**src/rtl/control_config_hora_pkg.sv**
```systemverilog
// Shared encodings and default timing for the time-setting front end.
// Default timing constants assume a 100 MHz clk.
package control_config_hora_pkg;

  typedef logic [1:0] field_t;

  localparam field_t FIELD_NONE = 2'd0;
  localparam field_t FIELD_SS   = 2'd1;
  localparam field_t FIELD_MM   = 2'd2;
  localparam field_t FIELD_HH   = 2'd3;

  // State codes equal the field codes, so field_sel is the state register.
  localparam logic [1:0] ST_IDLE   = 2'd0;
  localparam logic [1:0] ST_CFG_SS = 2'd1;
  localparam logic [1:0] ST_CFG_MM = 2'd2;
  localparam logic [1:0] ST_CFG_HH = 2'd3;

  localparam int DEF_HOLD_CYCLES    = 50_000_000;
  localparam int DEF_REPEAT_CYCLES  = 10_000_000;
  localparam int DEF_TIMEOUT_CYCLES = 1_000_000_000;
  localparam int DEF_BLINK_CYCLES   = 25_000_000;

  function automatic logic [2:0] field_onehot(input field_t f);
    case (f)
      FIELD_SS: field_onehot = 3'b001;
      FIELD_MM: field_onehot = 3'b010;
      FIELD_HH: field_onehot = 3'b100;
      default:  field_onehot = 3'b000;
    endcase
  endfunction

endpackage

```
**src/rtl/control_config_hora_detector_flanco_repeticion.sv**
```systemverilog
// Rising-edge detector with hold-then-repeat auto-repeat for one button.
// pulse is a same-cycle request; the top registers it onto en_up/en_down.
module detector_flanco_repeticion
  import control_config_hora_pkg::*;
#(
  parameter int HOLD_CYCLES   = DEF_HOLD_CYCLES,
  parameter int REPEAT_CYCLES = DEF_REPEAT_CYCLES
) (
  input  logic clk,
  input  logic reset,
  input  logic btn,
  input  logic clear,
  output logic pulse
);

  localparam int CW_H = (HOLD_CYCLES > 1) ? $clog2(HOLD_CYCLES) : 1;
  localparam int CW_R = (REPEAT_CYCLES > 1) ? $clog2(REPEAT_CYCLES) : 1;
  localparam int CW   = (CW_H > CW_R) ? CW_H : CW_R;

  localparam logic [CW-1:0] HOLD_LAST = CW'(HOLD_CYCLES - 1);
  localparam logic [CW-1:0] REP_LAST  = CW'(REPEAT_CYCLES - 1);
  localparam logic [CW-1:0] CNT_ONE   = CW'(1);

  logic          btn_q;
  logic          active;
  logic [CW-1:0] cnt;
  logic          rise;
  logic          fire;

  assign rise  = btn & ~btn_q;
  assign fire  = active & btn & (cnt == '0);
  assign pulse = ~clear & (rise | fire);

  // Down-counter reloads with the hold delay on a press, then the repeat period.
  always_ff @(posedge clk or negedge reset) begin
    if (!reset) begin
      btn_q  <= 1'b0;
      active <= 1'b0;
      cnt    <= '0;
    end else begin
      btn_q <= btn;
      if (clear || !btn) begin
        active <= 1'b0;
        cnt    <= '0;
      end else if (rise) begin
        active <= 1'b1;
        cnt    <= HOLD_LAST;
      end else if (fire) begin
        cnt <= REP_LAST;
      end else if (active) begin
        cnt <= cnt - CNT_ONE;
      end
    end
  end

endmodule

```
**src/rtl/control_config_hora.sv**
```systemverilog
// Config-mode sequencer: field selection, up/down pulse routing, timeout and blink.
//   state     | meaning
//   IDLE      | normal clock display, buttons other than config ignored
//   CFG_SS    | adjusting seconds
//   CFG_MM    | adjusting minutes
//   CFG_HH    | adjusting hours
module control_config_hora
  import control_config_hora_pkg::*;
#(
  parameter int HOLD_CYCLES    = DEF_HOLD_CYCLES,
  parameter int REPEAT_CYCLES  = DEF_REPEAT_CYCLES,
  parameter int TIMEOUT_CYCLES = DEF_TIMEOUT_CYCLES,
  parameter int BLINK_CYCLES   = DEF_BLINK_CYCLES
) (
  input  logic       clk,
  input  logic       reset,
  input  logic       btn_up,
  input  logic       btn_down,
  input  logic       btn_left,
  input  logic       btn_right,
  input  logic       btn_config,
  output logic [2:0] en_up,
  output logic [2:0] en_down,
  output logic [1:0] field_sel,
  output logic       config_mode,
  output logic       blink
);

  localparam int TW = (TIMEOUT_CYCLES > 1) ? $clog2(TIMEOUT_CYCLES) : 1;
  localparam int BW = (BLINK_CYCLES > 1) ? $clog2(BLINK_CYCLES) : 1;

  localparam logic [TW-1:0] TO_LAST = TW'(TIMEOUT_CYCLES - 1);
  localparam logic [TW-1:0] TO_ONE  = TW'(1);
  localparam logic [BW-1:0] BL_LAST = BW'(BLINK_CYCLES - 1);
  localparam logic [BW-1:0] BL_ONE  = BW'(1);

  logic [1:0]    state;
  logic [1:0]    state_nx;
  logic          up_q, down_q, left_q, right_q, config_q;
  logic          up_e, down_e, left_e, right_e, config_e;
  logic          cfg_act, lr_move, any_edge, issue, to_hit;
  logic          clear_up, clear_dn, up_req, dn_req;
  logic [TW-1:0] to_cnt;
  logic [BW-1:0] bl_cnt;

  assign up_e     = btn_up & ~up_q;
  assign down_e   = btn_down & ~down_q;
  assign left_e   = btn_left & ~left_q;
  assign right_e  = btn_right & ~right_q;
  assign config_e = btn_config & ~config_q;

  assign cfg_act  = (state != ST_IDLE);
  assign lr_move  = cfg_act & (left_e ^ right_e);
  assign any_edge = up_e | down_e | left_e | right_e | config_e;

  // Holding the opposite button blocks and cancels the repeat run.
  assign clear_up = ~cfg_act | config_e | lr_move | btn_down;
  assign clear_dn = ~cfg_act | config_e | lr_move | btn_up;

  detector_flanco_repeticion #(
    .HOLD_CYCLES  (HOLD_CYCLES),
    .REPEAT_CYCLES(REPEAT_CYCLES)
  ) u_det_up (
    .clk  (clk),
    .reset(reset),
    .btn  (btn_up),
    .clear(clear_up),
    .pulse(up_req)
  );

  detector_flanco_repeticion #(
    .HOLD_CYCLES  (HOLD_CYCLES),
    .REPEAT_CYCLES(REPEAT_CYCLES)
  ) u_det_dn (
    .clk  (clk),
    .reset(reset),
    .btn  (btn_down),
    .clear(clear_dn),
    .pulse(dn_req)
  );

  assign issue  = up_req | dn_req;
  assign to_hit = cfg_act & ~any_edge & ~issue & (to_cnt == TO_LAST);

  always_comb begin
    state_nx = state;
    if (config_e) begin
      state_nx = cfg_act ? ST_IDLE : ST_CFG_HH;
    end else if (lr_move) begin
      if (right_e) state_nx = (state == ST_CFG_SS) ? ST_CFG_HH : state - 2'd1;
      else         state_nx = (state == ST_CFG_HH) ? ST_CFG_SS : state + 2'd1;
    end else if (to_hit) begin
      state_nx = ST_IDLE;
    end
  end

  assign field_sel = state;

  always_ff @(posedge clk or negedge reset) begin
    if (!reset) begin
      state       <= ST_IDLE;
      up_q        <= 1'b0;
      down_q      <= 1'b0;
      left_q      <= 1'b0;
      right_q     <= 1'b0;
      config_q    <= 1'b0;
      en_up       <= 3'b000;
      en_down     <= 3'b000;
      config_mode <= 1'b0;
      to_cnt      <= '0;
    end else begin
      state       <= state_nx;
      up_q        <= btn_up;
      down_q      <= btn_down;
      left_q      <= btn_left;
      right_q     <= btn_right;
      config_q    <= btn_config;
      en_up       <= up_req ? field_onehot(state) : 3'b000;
      en_down     <= dn_req ? field_onehot(state) : 3'b000;
      config_mode <= (state_nx != ST_IDLE);
      if (state_nx == ST_IDLE || any_edge || issue) to_cnt <= '0;
      else                                          to_cnt <= to_cnt + TO_ONE;
    end
  end

  // Blink restarts high whenever a field is (re)entered.
  always_ff @(posedge clk or negedge reset) begin
    if (!reset) begin
      blink  <= 1'b0;
      bl_cnt <= '0;
    end else if (state_nx == ST_IDLE) begin
      blink  <= 1'b0;
      bl_cnt <= '0;
    end else if (state_nx != state) begin
      blink  <= 1'b1;
      bl_cnt <= '0;
    end else if (bl_cnt == BL_LAST) begin
      blink  <= ~blink;
      bl_cnt <= '0;
    end else begin
      bl_cnt <= bl_cnt + BL_ONE;
    end
  end

endmodule

```
**config.mk**
```make
export PLATFORM = sky130hd
export DESIGN_NAME = control_config_hora
export DESIGN_NICKNAME = d
export VERILOG_FILES = /design/src/rtl/control_config_hora_pkg.sv /design/src/rtl/control_config_hora_detector_flanco_repeticion.sv /design/src/rtl/control_config_hora.sv
export SDC_FILE = /design/constraint.sdc
export NUM_CORES = 1
export LEC_CHECK = 0
export BUFFER_PORTS_ARGS = -buffer_cell sky130_fd_sc_hd__buf_2
export CAP_MARGIN = 25
export CORE_ASPECT_RATIO = 0.75
export CORE_MARGIN = 2
export CORE_UTILIZATION = 50
export DETAILED_ROUTE_END_ITERATION = 6
export GPL_TIMING_DRIVEN = 0
export PLACE_DENSITY_LB_ADDON = 0.15
export SYNTH_ARGS = -nofsm -noshare
export SYNTH_HDL_FRONTEND = slang
export SYNTH_SLANG_ARGS = --single-unit
```
**constraint.sdc**
```tcl
create_clock -name clk -period 8.4 [get_ports clk]
set_clock_uncertainty 0.15 [all_clocks]
set_input_delay 0.42 -clock clk [delete_from_list [all_inputs] [get_ports clk]]
set_output_delay 0.42 -clock clk [all_outputs]
set_load 0.03 [all_outputs]
```
==> results of run 1 <==
-- report_power, final --
part / leakage, nW / switching [W] / internal [W] / total, W
clock network: 0.290 / 0.000254 / 0.000486 / 0.000741
logic: 1.26 / 0.000255 / 0.000122 / 0.000377
registers: 1.71 / 0.0000283 / 0.000624 / 0.000652
-- critical path: stages (launching register included) --
cell	delay [ns]
dfrtp_1	0.42
inv_1	0.13
ha_1	0.15
or4b_1	0.47
nor3_1	0.34
and2_1	0.24
a2111oi_0	0.13
or4b_1	0.62
clkbuf_1	0.27
nor2_1	0.17
-- registers in the layout, indices dropped and copies added (netlist names), 2 cells and up --
signal        count
bl_cnt           25
u_det_up.cnt     26
u_det_dn.cnt     26
en_up             3
to_cnt           30
field_sel         2
en_down           3
-- metrics by stage --
stage	total power [W]	utilization, %	worst slack, ns	cells	instance area (um^2)
finish	0.00177	58.9	5.24	970	7660
global route	0.00186	58.9	5.09	970	7660
CTS	0.00178	58.9	5.24	970	7660
detailed placement	0.00103	53.9	5.25	934	7020
global placement	0.00102	53.6	5.17	933	6980
floorplan	0.000922	-	5.73	746	6690
-- layout make-up --
cell class,instances,share of cell area (%)
Tap cell,171,2.79
Multi-Input combinational cell,577,44.3
Timing Repair Buffer,22,2.14
Inverter,13,0.637
Clock buffer,24,6.29
Buffer,32,1.86
Clock inverter,7,1.47
Sequential cell,124,40.5
-- timing repair --
action / in CTS / in global routing
buffers inserted: 0 / 0
endpoints found under the setup margin: 0 / 0
hold buffers: 5 / 0
endpoints found under the hold margin: 37 / 0
-- cells in the final DEF, fill, tap and decap left out, types with 15 or more instances in the layout --
master | netlist | routed
clkbuf_1 | 21 | 25
nor3_1 | 59 | 59
xor2_1 | 35 | 35
clkbuf_16 | 0 | 17
o21ai_0 | 37 | 37
a21oi_1 | 40 | 40
and3_1 | 20 | 20
nor2_1 | 105 | 105
nand4_1 | 15 | 15
nand2_1 | 54 | 54
nand3_1 | 45 | 45
buf_2 | 9 | 24
xnor2_1 | 27 | 27
dfrtp_1 | 124 | 124
-- final timing paths --
path / end / from / slack (ns) / cells past startpoint
max in group asynchronous: to_cnt[18]$_DFF_PN0_ / reset / 7.05 / 3
min: u_det_dn.btn_q$_DFF_PN0_ / btn_down / 0.06 / 1
max: to_cnt[27]$_DFF_PN0_ / u_det_dn.cnt[0]$_DFFE_PN0P_ / 5.24 / 9
max reg2reg: to_cnt[27]$_DFF_PN0_ / u_det_dn.cnt[0]$_DFFE_PN0P_ / 5.24 / 9
min reg2reg: bl_cnt[0]$_DFF_PN0_ / bl_cnt[0]$_DFF_PN0_ / 0.34 / 1
min in group asynchronous: u_det_up.cnt[23]$_DFFE_PN0P_ / reset / 0.31 / 2
-- routing by layer --
| layer | wire length, um | share of wire (%) | up-vias | track usage, % |
|---|---|---|---|---|
| li1 | - | - | 2760 | - |
| met1 | 7740 | 49 | 2816 | 33.5 |
| met2 | 7010 | 45 | 164 | 34.4 |
| met3 | 772 | 4.9 | 22 | 6.09 |
| met4 | 201 | 1.3 | 0 | 6.33 |
| met5 | 0 | 0 | - | 0 |
-- logic make-up after synthesis --
family | Yosys count
AO/OA/AOI/OAI | 119
XOR/XNOR | 62
adder cells (fa/ha/maj) | 10
buffers and inverters | 45
flip-flops | 124
multiplexers | 2
AND/OR/NAND/NOR | 384
==> reports/qor.yml, run 1 <==
yosys_warnings: 0
drt-total-wl_mm: 15.7
area_growth_pct: 14.5
grt_pass1_vias: 5447
finalHoldViolations: 0
muxShareOfSynthArea_pct: 0.299
p_leak_nw: 3.25
synthTopCellsByArea: "dfrtp_1 (46%), nor2_1 (5.9%), xor2_1 (4.6%), nor3_1 (4.4%), xnor2_1 (3.5%)"
antenna_found_initial: 0
drc: 0
via_per_inst: 5.94
drtPass1Iterations: 5
setup-violations-final: 0
rsz0062_at_grt: "false"
fmax_ghz: 0.316
max_cap_violations: 0
clock-root-buffer: "clkbuf_16"
dieArea_mm2: 0.0143
fin_nets: 804
synth.top_cell.area_share_pct: 46.4
ys_dominant_reg_cell: "dfrtp_1"
yosys.area_share.simple_pct: 29.7
synth_nets: 763
holdWs_ns: 0.0555
grt_max_degree: 92
yosys.area_share.xor_xnor_pct: 8.12
p_per_area_mw_per_mm2: 231
die_x_um: 138
tightest_slew_ns: 0.922
multiInputGateArea_mm2: 0.00339
drive_gt1_share_pct: 8.26
antenna_cells: 0
ys_types: 54
postSynthRegisterBits: 124
path_class: "reg -> reg"
ys_seq_area_share_pct: 46.4
grt_overflow: 0
cts_sinks: 124
setup_tns_ns: 0
async_reset_ff_share_pct: 100
critPathLaunchType: "register"
clkLatencyLatePin_ns: 0.42
synth_common_cells: "dfrtp_1 (124), nor2_1 (105), nor3_1 (59)"
period_needed_ns: 3.16
critPathRequiredTime_ns: 8.60
gp_congestion: 0.879
numCtsBuffers: 17
rows: 36
drv_slew: 0
fill_cells: 1129
cts_tree: "done"
end_kind: "register"
finalCritPeriodShare_pct: 37.7
syn_area_per_cell_um2: 8.97
peakVddDrop_mv: 0.159
synth_compound_area_share_pct: 10.8
vias: 5762
cts_resized: 0
critPathMaxFanout: 10
fp.dieH_um: 104
grt_pass1_wl_mm: 26.4
clockBufferDepth: 2
wl_per_cell_um: 16.2
seq_area_mm2: 0.00310
synth_top_family_by_area: "simple AND/OR/NAND/NOR gates"
ant_nets: 0
synth_cells: 746
port_buffers: 16
coreArea_mm2: 0.0130
worstHoldPathType: "in -> reg"
cp.arrival_ns: 3.36
io_pins: 17
initial_core_util_pct: 51.4
clk_pin_slew_worst_paths_ns: 0.05
drt_iter0_drc: 515
synth-adder-area-share_pct: 1.87
yosys.area.top_type: "dfrtp_1"
slew_headroom_pct: 38.0
grt_usage_pct: 23.2
synth_area_mm2: 0.00669
hpwl_mm: 10.8
htree_levels: 4
status: "finished clean"
synth_most_common_cell: "dfrtp_1"
synth-edff-count: 0
No activity file was read; power rests on OpenSTA's default activity.
==> inputs of run 2 (changes only) <==
ABC_AREA = 1   (was default)
clock period = 2.7 ns   (was 8.4 ns; I/O delays follow)
==> run 2 against run 1 <==
Compared with the run above:
- sequential cell count did not move
- worst setup slack worse by 5.1 ns
- synthesized area up 13%
- combinational power grew to 7.0 times the previous value
- count of clock-buffer cells in the layout decreased by 6
- register-to-register slack worse by 5.1 ns
- power grew to 4.0 times the previous value
- final area is 15% higher
- sequential power grew to 3.2 times the previous value
- die area grew 12%
- critical path type unchanged
- largest cell class unchanged
- highest routed layer unchanged
==> reports/qor.yml, run 2 <==
drive_gt1_share_pct: 19.6
cts_tree: "done"
synth-edff-count: 0
top_regs: "to_cnt: 30 flops, u_det_dn.cnt: 26 flops, u_det_up.cnt: 26 flops"
grt_usage_pct: 23.0
vias: 6503
dieArea_mm2: 0.0161
gp_congestion: 0.888
fin_nets: 1033
synth_area_mm2: 0.00755
critPathRequiredTime_ns: 2.89
cts_sinks: 124
synth.top_cell.area_share_pct: 41.1
placed_cells: 1178
initial_core_util_pct: 51.7
reg2reg_to: "to_cnt[6]$_DFF_PN0_"
wl_per_cell_um: 14.5
holdWs_ns: 0.0263
finalCritPeriodShare_pct: 93.1
layout_common_cells: "nor2_1 (152), nand2_1 (147), dfrtp_1 (123)"
htree_levels: 4
final_common_cell: "nor2_1"
critPathMaxFanout: 10
max_cap_violations: 0
synth_cells: 961
ys_types: 45
cp.arrival_ns: 2.71
async_reset_ff_share_pct: 100
antenna_found_initial: 0
status: "finished clean"
path_class: "reg -> reg"
p_per_area_mw_per_mm2: 804
top_register: "to_cnt"
synth_common_cells: "nor2_1 (159), nand2_1 (150), dfrtp_1 (124)"
yosys.area.top_type: "dfrtp_1"
clk_pin_slew_worst_paths_ns: 0.06
numCtsBuffers: 17
fmax_ghz: 0.398
io_pins: 17
clockBufferDepth: 2
dp_worst_setup_slack_ns: -0.250
grt_pass1_vias: 6004
die_x_um: 146
worstHoldPathType: "in -> async"
largest_reg_flops: 30
drt-total-wl_mm: 17.9
syn_area_per_cell_um2: 7.86
setup_tns_ns: 0
via_per_inst: 5.29
slew_headroom_pct: 49.0
clock-root-buffer: "clkbuf_16"
grt_pass1_wl_mm: 29.9
coreArea_mm2: 0.0146
port_buffers: 16
rrSetupSlack_ns: 0.19
synthTopCellsByArea: "dfrtp_1 (41%), nor2_1 (7.9%), nand2_1 (7.5%), xor2_1 (5.6%), inv_1 (5.4%)"
hpwl_mm: 12.5
period_needed_ns: 2.51
fin_cells: 1229
ant_nets: 0
setup-violations-final: 0
yosys_warnings: 0
ys_seq_area_share_pct: 41.1
grt_overflow: 0
rows: 38
tightest_slew_ns: 0.758
drc: 0
fp.dieH_um: 110
grt_max_degree: 89
end_kind: "register"
finalHoldViolations: 0
synth_nets: 978
peakVddDrop_mv: 0.599
synth_most_common_cell: "nor2_1"
worstRegToRegCells: 15
ys_dominant_reg_cell: "dfrtp_1"
clkLatencyLatePin_ns: 0.42
drv_slew: 0
r2r_start: "u_det_dn.cnt[0]$_DFFE_PN0P_"
area_growth_pct: 16.7
drtPass1Iterations: 5
critPathLaunchType: "register"
p_leak_nw: 3.92
antenna_cells: 0
drt_iter0_drc: 515
fin_ws_ns: 0.186
postSynthRegisterBits: 124
run 2: cell count changes in the layout (fill, tap and decap cells not counted), moves of 24 or more:
cell | before | now
nor3_1 | 59 | 30
inv_1 | 13 | 103
nand3_2 | 0 | 25
nor2_1 | 105 | 152
a21oi_1 | 40 | 16
nor2_2 | 0 | 37
nand2_1 | 54 | 147
run 2: logic make-up (layout without fill, tap and decap cells):
family / after synthesis / after routing / share of synthesized area, %
simple gates: 522 / 522 / 34.6
buf+inv: 139 / 207 / 7.79
flops: 124 / 124 / 41.1
compound gates: 105 / 105 / 7.82
xor+xnor: 61 / 61 / 7.07
fa+ha+maj: 10 / 10 / 1.66
run 2: critical path, stage by stage, from the launching register on:
cell and delay [ns]:
dfrtp_1 0.39, inv_1 0.11, ha_1 0.20, nand2_1 0.06, nor2_1 0.12, nand3_2 0.13
o21ai_4 0.27, nand2_4 0.11, nand3_2 0.08, nand2_1 0.05, nand2_1 0.07, nand2_2 0.08
nand3_4 0.15, nand3_2 0.10, buf_4 0.20, nor3b_2 0.16
run 2: cell type report:
| type | instances | area (um^2) |
|---|---|---|
| Buffer | 18 | 148 |
| Clock buffer | 18 | 439 |
| Clock inverter | 14 | 169 |
| Fill cell | 1333 | 5780 |
| Inverter | 121 | 459 |
| Multi-Input combinational cell | 698 | 3970 |
| Sequential cell | 124 | 3100 |
| Tap cell | 200 | 250 |
| Timing Repair Buffer | 36 | 272 |
run 2: how the worst max path moves through the flow:
stage | from | end | slack (ns) | cells after the start
global placement | reset | to_cnt[9]$_DFF_PN0_ | -0.37 | 1
CTS | field_sel[0]$_DFF_PN0_ | u_det_up.cnt[3]$_DFFE_PN0P_ | 0.005 | 14
finish | u_det_dn.cnt[0]$_DFFE_PN0P_ | to_cnt[6]$_DFF_PN0_ | 0.19 | 15
floorplan | field_sel[0]$_DFF_PN0_ | u_det_up.cnt[2]$_DFFE_PN0P_ | 0.19 | 13
detailed placement | field_sel[0]$_DFF_PN0_ | u_det_up.cnt[3]$_DFFE_PN0P_ | -0.25 | 14
global route | u_det_up.cnt[1]$_DFFE_PN0P_ | bl_cnt[23]$_DFF_PN0_ | -0.006 | 20
run 2: where the power goes:
group          switching, W  total [W]  internal, W
clock network      0.000880    0.00235      0.00147
logic               0.00173    0.00264     0.000910
registers          0.000112    0.00209      0.00198
total               0.00272    0.00708      0.00436
run 2: through the flow:
| stage | util (%) | total power [W] | instance area, um^2 |
|---|---|---|---|
| 3_5_place_dp | 54.2 | 0.00458 | 7920 |
| 4_1_cts | 59.1 | 0.00700 | 8630 |
| 3_3_place_gp | 54.0 | 0.00455 | 7880 |
| 2_1_floorplan | - | 0.00402 | 7550 |
| 5_1_grt | 60.4 | 0.00751 | 8810 |
| 6_report | 60.4 | 0.00708 | 8810 |
run 2: timing repair:
item / in CTS / in global routing
hold endpoints to repair: 130 / 0
pin swaps: 1 / 4
buffers inserted: 2 / 11
gates resized for setup: 11 / 30
hold buffers: 6 / 0
endpoints found under the setup margin: 60 / 102
run 2: per-layer routing:
metal  global-route usage, %  wire length [um]  vias to the layer above
met1                    34.8              9250                     3084
met5                       0                 0                        -
met4                    6.41               207                        0
met3                    3.72               718                       23
met2                    33.9              7710                      150
li1                        -                 -                     3246
